**config.mk**
```make
export PLATFORM = sky130hd
export DESIGN_NAME = status_writeback
export DESIGN_NICKNAME = d
export VERILOG_FILES = /design/src/rtl/status_writeback.sv
export SDC_FILE = /design/constraint.sdc
export NUM_CORES = 1
export LEC_CHECK = 0
export BUFFER_PORTS_ARGS = -buffer_cell sky130_fd_sc_hd__buf_4
export CAP_MARGIN = 5
export CORE_UTILIZATION = 35
export DETAILED_ROUTE_END_ITERATION = 7
export MAX_ROUTING_LAYER = met4
export PLACE_DENSITY = 0.61
export SYNTH_ARGS = -nofsm -noshare
export SYNTH_HDL_FRONTEND = slang
export SYNTH_SLANG_ARGS = --single-unit
```
**constraint.sdc**
```tcl
create_clock -name clock -period 5.7 [get_ports clock]
set_clock_uncertainty 0.2 [all_clocks]
set_input_delay 0.57 -clock clock [delete_from_list [all_inputs] [get_ports clock]]
set_output_delay 0.57 -clock clock [all_outputs]
set_load 0.02 [all_outputs]
```
**src/rtl/status_writeback.sv**
```systemverilog
// status_writeback: two-stage (M, W) pipeline carrying $rstatus writes from execute to the
// register file. It holds the architectural status register and gives execute-stage bex a
// forwarded "status non-zero" flag.
//
// Ports:
//   clock      - system clock, all state updates on the rising edge
//   reset      - asynchronous active-high reset, clears all state
//   stall      - pipeline hold; M, W and rstatus keep their contents
//   flush      - kills the status write of the execute-stage instruction
//   status_in  - status code for the execute-stage instruction
//   status_set - execute-stage instruction writes $rstatus
//   rs_we      - register-file write enable for $r30 (W stage valid)
//   rs_wdata   - register-file write data for $r30 (0 when rs_we is low)
//   rstatus    - architectural status value
//   bex_taken  - forwarded status value is non-zero
//   exc_count  - saturating count of committed status writes
//
// Optional feature: define STATUS_EXC_COUNT_EN to build the exc_count counter; otherwise
// exc_count is tied to zero and no counter flops exist.
module status_writeback (
  input  logic        clock,
  input  logic        reset,
  input  logic        stall,
  input  logic        flush,
  input  logic [26:0] status_in,
  input  logic        status_set,
  output logic        rs_we,
  output logic [26:0] rs_wdata,
  output logic [26:0] rstatus,
  output logic        bex_taken,
  output logic [15:0] exc_count
);

  logic        m_valid_q;
  logic [26:0] m_data_q;
  logic        w_valid_q;
  logic [26:0] w_data_q;
  logic [26:0] rstatus_q;
  logic        commit;
  logic [26:0] fwd_value;

  // A write retires from W into rstatus on every unstalled edge where W holds a write.
  assign commit = w_valid_q & ~stall;

  always_ff @(posedge clock or posedge reset) begin
    if (reset) begin
      m_valid_q <= 1'b0;
      m_data_q  <= '0;
      w_valid_q <= 1'b0;
      w_data_q  <= '0;
      rstatus_q <= '0;
    end else begin
      // Flush kills the execute-stage write even under stall; m_data is then don't-care and
      // simply holds.
      if (flush) begin
        m_valid_q <= 1'b0;
      end else if (!stall) begin
        m_valid_q <= status_set;
        m_data_q  <= status_in;
      end
      // W still advances on a flush: the instruction in M is older than the killed one.
      if (!stall) begin
        w_valid_q <= m_valid_q;
        w_data_q  <= m_data_q;
      end
      if (commit) begin
        rstatus_q <= w_data_q;
      end
    end
  end

  assign rs_we    = w_valid_q;
  assign rs_wdata = w_valid_q ? w_data_q : '0;
  assign rstatus  = rstatus_q;

  // Youngest in-flight write wins; a write of zero is still a write and forwards as zero.
  always_comb begin
    fwd_value = rstatus_q;
    if (m_valid_q) begin
      fwd_value = m_data_q;
    end else if (w_valid_q) begin
      fwd_value = w_data_q;
    end
  end

  assign bex_taken = |fwd_value;

`ifdef STATUS_EXC_COUNT_EN
  logic [15:0] exc_count_q;

  always_ff @(posedge clock or posedge reset) begin
    if (reset) begin
      exc_count_q <= '0;
    end else if (commit && (exc_count_q != 16'hFFFF)) begin
      exc_count_q <= exc_count_q + 16'd1;
    end
  end

  assign exc_count = exc_count_q;
`else
  assign exc_count = 16'h0000;
`endif

endmodule

```
Word level (Yosys, flattened, before mapping)
Cells that the tools add are included.
{ "word_totals": {"ff_bits": 83, "out_inout_bits": 72} }
{ "classes": {"eq_ne": 1, "muxes": 5, "bitwise_logic": 3, "reduce_logical": 2} }
{ "op_table": {"columns": ["op", "n"], "rows": [
  ["2-to-1 mux 27 bit", 3],
  ["OR reduction 27 bit", 1],
  ["2-to-1 mux 1 bit", 2],
  ["inequality test 2 x 1 -> 1 bit, second input constant", 1],
  ["inverter 1 bit", 2],
  ["AND reduction 2 bit", 1],
  ["AND 1 bit", 1]
]} }

Longest topological paths before layout
{ "depth": {"ltp_word": 3, "ltp_mapped": 5} }

Worst setup path before layout
OpenSTA, ideal clock, no wires.
{ "synth_path": {"path_kind": "register to output", "from": "register w_valid_q, in the netlist rs_we", "to": "output port bex_taken", "t_arrival_ps": 1390, "required_time_ps": 4930, "path_slack_ps": 3540, "path_stages_with_launch": 6, "n_path_buf": 1, "cell_sequence": "dfrtp_1 -> buf_2 -> nor3_1 -> nand2_1 -> a221oi_2 -> o221ai_1"} }
{ "synth_between": {"elab_chain_len": 3} }
{ "synth_rtl": {"columns": ["element", "line_no", "rtl"], "rows": [
  ["start, declared", "36", "logic w_valid_q;"],
  ["start signal, assigned", "63", "w_valid_q <= m_valid_q;"],
  ["2-to-1 mux 27 bit", "81", "end else if (w_valid_q) begin"],
  ["2-to-1 mux 27 bit", "79", "if (m_valid_q) begin"],
  ["OR reduction 27 bit", "86", "assign bex_taken = |fwd_value;"],
  ["end, declared", "30", "output logic bex_taken,"]
]} }
No other way between the ends.

Worst setup path after layout
Same ends and word-level chain as after synthesis.

==> flow_summary.ini <==
[timing]
setup_violations = 0
maxSlewViolCount = 0
grt_setup_unrepaired = false
max_slew_margin_pct = 25.58
timing.setup.tns_ns = 0
timing.final.ws_setup_ns = 2.486
report.final.hold_viol_count = 0
max_slew.worst_pin.slew_ns = 1.116
post-route-period-util_pct = 56.39
max_frequency_mhz = 311.1
period_needed_ns = 3.214

[drt]
drc = 0
ant_nets = 0
via_count_normalized_by_instance_count = 4.868
routed-via-count = 2390
routed_wl_um = 8072
drt_pre_antenna_iters = 4
first_drt_iteration_drcs = 61
route.detailed.wl_per_inst_um = 16.44

[synthesis]
syn-cell-area_sq_mm = 0.003690
synth_area_leaders = dfrtp_1 56%, mux2_2 17%, mux2_1 7.9%, and2_1 4.6%, buf_4 3.5%
netlist-cell-type-count = 30
number_of_enable_flip_flop_cells_after_synthesis = 0
yosysTopAreaCellShare_pct = 56.29
postSynth.asyncResetShare_pct = 100.0
synth.yosys.warnings = 0
biggest_area_consumer_among_synthesized_cells = dfrtp_1
synth_seq_area_share_pct = 56.29
synthFlopType = dfrtp_1
syn-instance-count = 265
syn-mean-instance-area_sq_um = 13.92
ys_ff_latch = 83

[cts]
clk-insertion-delay-late_ns = 0.34
cts_buffers = 9
worst_setup_hold_path_clk_slew_ns = 0.08
ctsRootBufferMaster = clkbuf_8
postCtsSetupBuffers = 0
cts-resized-gates = 0
cts_tree = done
hold_buffers = 0
clockBufferDepth = 2
cts.htree.levels = 3
cts.sinks = 83

[cells_and_area]
antenna_cells = 0
design_area_sq_mm = 0.004569
area_growth_pct = 23.84
fraction_of_final_layout_cells_sized_beyond_drive_strength_1_pct = 46.48
finalNetCount = 383

[setup_path]
critPathRequiredTime_ns = 4.93
crit_arrival_ns = 2.44
worstReg2RegEnd = rstatus[26]$_DFFE_PP0P_
cp-endpoint = bex_taken
setup.worst_path.end_class = output pin
critical_path.startpoint_type = flop
critical_path_start_end_classification = reg -> out
crit_chain = nor4b_1 -> nand2_1 -> a21oi_1 -> o221ai_1 -> buf_4
reg2reg_slack_ns = 2.91
crit_fanout = 39
startpoint = rs_we$_DFFE_PP0N_
slowest_stage = dfrtp_1
worst_r2r_startpoint = rs_we$_DFFE_PP0N_
slowest_delay_ns = 1.08
r2r_cells = 3

[floorplanning]
die-area_sq_mm = 0.01096
design.core.area_sq_mm = 0.01028
die_w_um = 104.7
initial_core_utilization_pct = 35.90
core.rowCount = 37
die_height_um = 104.7
boundaryPins = 104

[global_route]
pin_count_of_the_biggest_net_entering_global_routing = 84
grt_pass1_wl_um = 13190
antenna_found_initial = 0
grt.overflow.total = 0
track_usage_pct = 15.98
grt_pass1_vias = 2439

[power]
combinational_share_of_power_pct = 28.7
power_report.internal_total_mw = 1.196
leakage_nw = 2.040
power.share.switching_pct = 34.10
clkPwrFrac_pct = 21.9
power_per_cell_area_mw_per_mm2 = 397.2
total_switching_power_mw = 0.6188
seq_power_share_pct = 49.3
max-vdd-ir-drop_mv = 0.1690

[placement]
place_worst_setup_slack_ns = 2.835
io_buffer_count = 87
placed_cell_area_sq_mm = 0.004382
hpwl_after_detailed_placement_um = 5637
globalplace.congestion = 0.7589

[flow_run]
max_cap_viol_count = 0

[worst_hold_path]
worst_hold_path.num_cells = 2
hold_path_class = in -> reg

[run_status]
run_status = finished, final reports clean
[registers in the layout, indices dropped and copies added, names as in the netlist]
| register | count |
|---|---|
| rs_we | 1 |
| rstatus | 27 |
| m_valid_q | 1 |
| w_data_q | 27 |
| m_data_q | 27 |
[logic make-up (layout without fill, tap and decap cells)]
family | Yosys count | after routing | synth area share [%]
compound gates | 5 | 5 | 1.153
buf+inv | 30 | 105 | 5.629
flops | 83 | 83 | 56.29
mux | 84 | 84 | 25.57
other cells | 1 | 16 | 0.1016
simple gates | 62 | 62 | 11.26
[cell usage after synthesis, types with 3 or more instances]
master   count
and2_1      27
buf_2        7
buf_4       17
buf_6        3
dfrtp_1     83
mux2_1      26
mux2_2      56
nand2_1      3
nor2_1       3
nor3_1       4
nor4_1      13
[layout by cell type (no fill, tap or decap), drive strengths merged]
cell type	netlist	final
nand4	1	1
dfrtp	83	83
nor3	4	4
and2	27	27
o21ai	1	1
buf	27	89
mux2	82	82
nand3b	1	1
nor4b	2	2
nand2	3	3
clkinv	0	1
clkinvlp	0	3
a21oi	1	1
o41ai	1	1
or4b	1	1
nor4	14	14
o221ai	1	1
a221oi	1	1
nand2b	1	1
nand4b	2	2
nand3	2	2
mux2i	2	2
conb	1	16
nor2	4	4
clkbuf	2	12
[metal layers]
metal,GRT usage [%],vias to the layer above,part of all wire (%)
li1,-,1088,-
met1,22.45,1212,49
met2,22.80,77,45
met3,3.431,13,4.7
met4,5.533,0,1.5
met5,-,-,0
[critical path, delay by kind of cell (launching register included)]
family / cells / cell delay, ns
AO/OA/AOI/OAI: 2 / 0.42
buffers and inverters: 1 / 0.19
flip-flops: 1 / 1.08
AND/OR/NAND/NOR: 2 / 0.39
[power groups by stage]
stage	combinational [mW]	sequential [mW]	clock [mW]
floorplan	0.224	0.958	0
global placement	0.516	0.907	0
detailed placement	0.527	0.910	0
CTS	0.530	0.898	0.411
global route	0.558	0.921	0.437
finish	0.521	0.895	0.398
[metrics by stage]
stage	hold WS (ns)	utilization (%)	std cells	total power [mW]
global placement	0.3060	42.63	476	1.424
floorplan	0.2771	-	280	1.182
detailed placement	0.3139	42.63	476	1.437
CTS	0.2010	44.46	491	1.838
finish	0.2138	44.46	491	1.815
global route	0.2110	44.46	491	1.916
[final cells by class]
cell class | count | area (sq um)
clock buffer | 12 | 165.2
sequential | 83 | 2077
inverter | 1 | 5.005
fill | 993 | 5708
multi-input combinational | 167 | 1461
timing repair buffer | 89 | 668.1
clock inverter | 3 | 22.52
tap | 136 | 170.2
[how the worst min path moves through the flow]
stage	endpoint	start	slack (ns)
2_1_floorplan	m_data_q[15]$_DFFE_PP0P_	m_data_q[15]$_DFFE_PP0P_	0.28
3_3_place_gp	m_data_q[15]$_DFFE_PP0P_	m_data_q[15]$_DFFE_PP0P_	0.31
3_5_place_dp	m_data_q[5]$_DFFE_PP0P_	m_data_q[5]$_DFFE_PP0P_	0.31
4_1_cts	m_valid_q$_DFFE_PP0P_	flush	0.20
5_1_grt	m_valid_q$_DFFE_PP0P_	flush	0.21
6_report	m_valid_q$_DFFE_PP0P_	flush	0.21
Note: power is estimated with default switching activity, not from simulation.
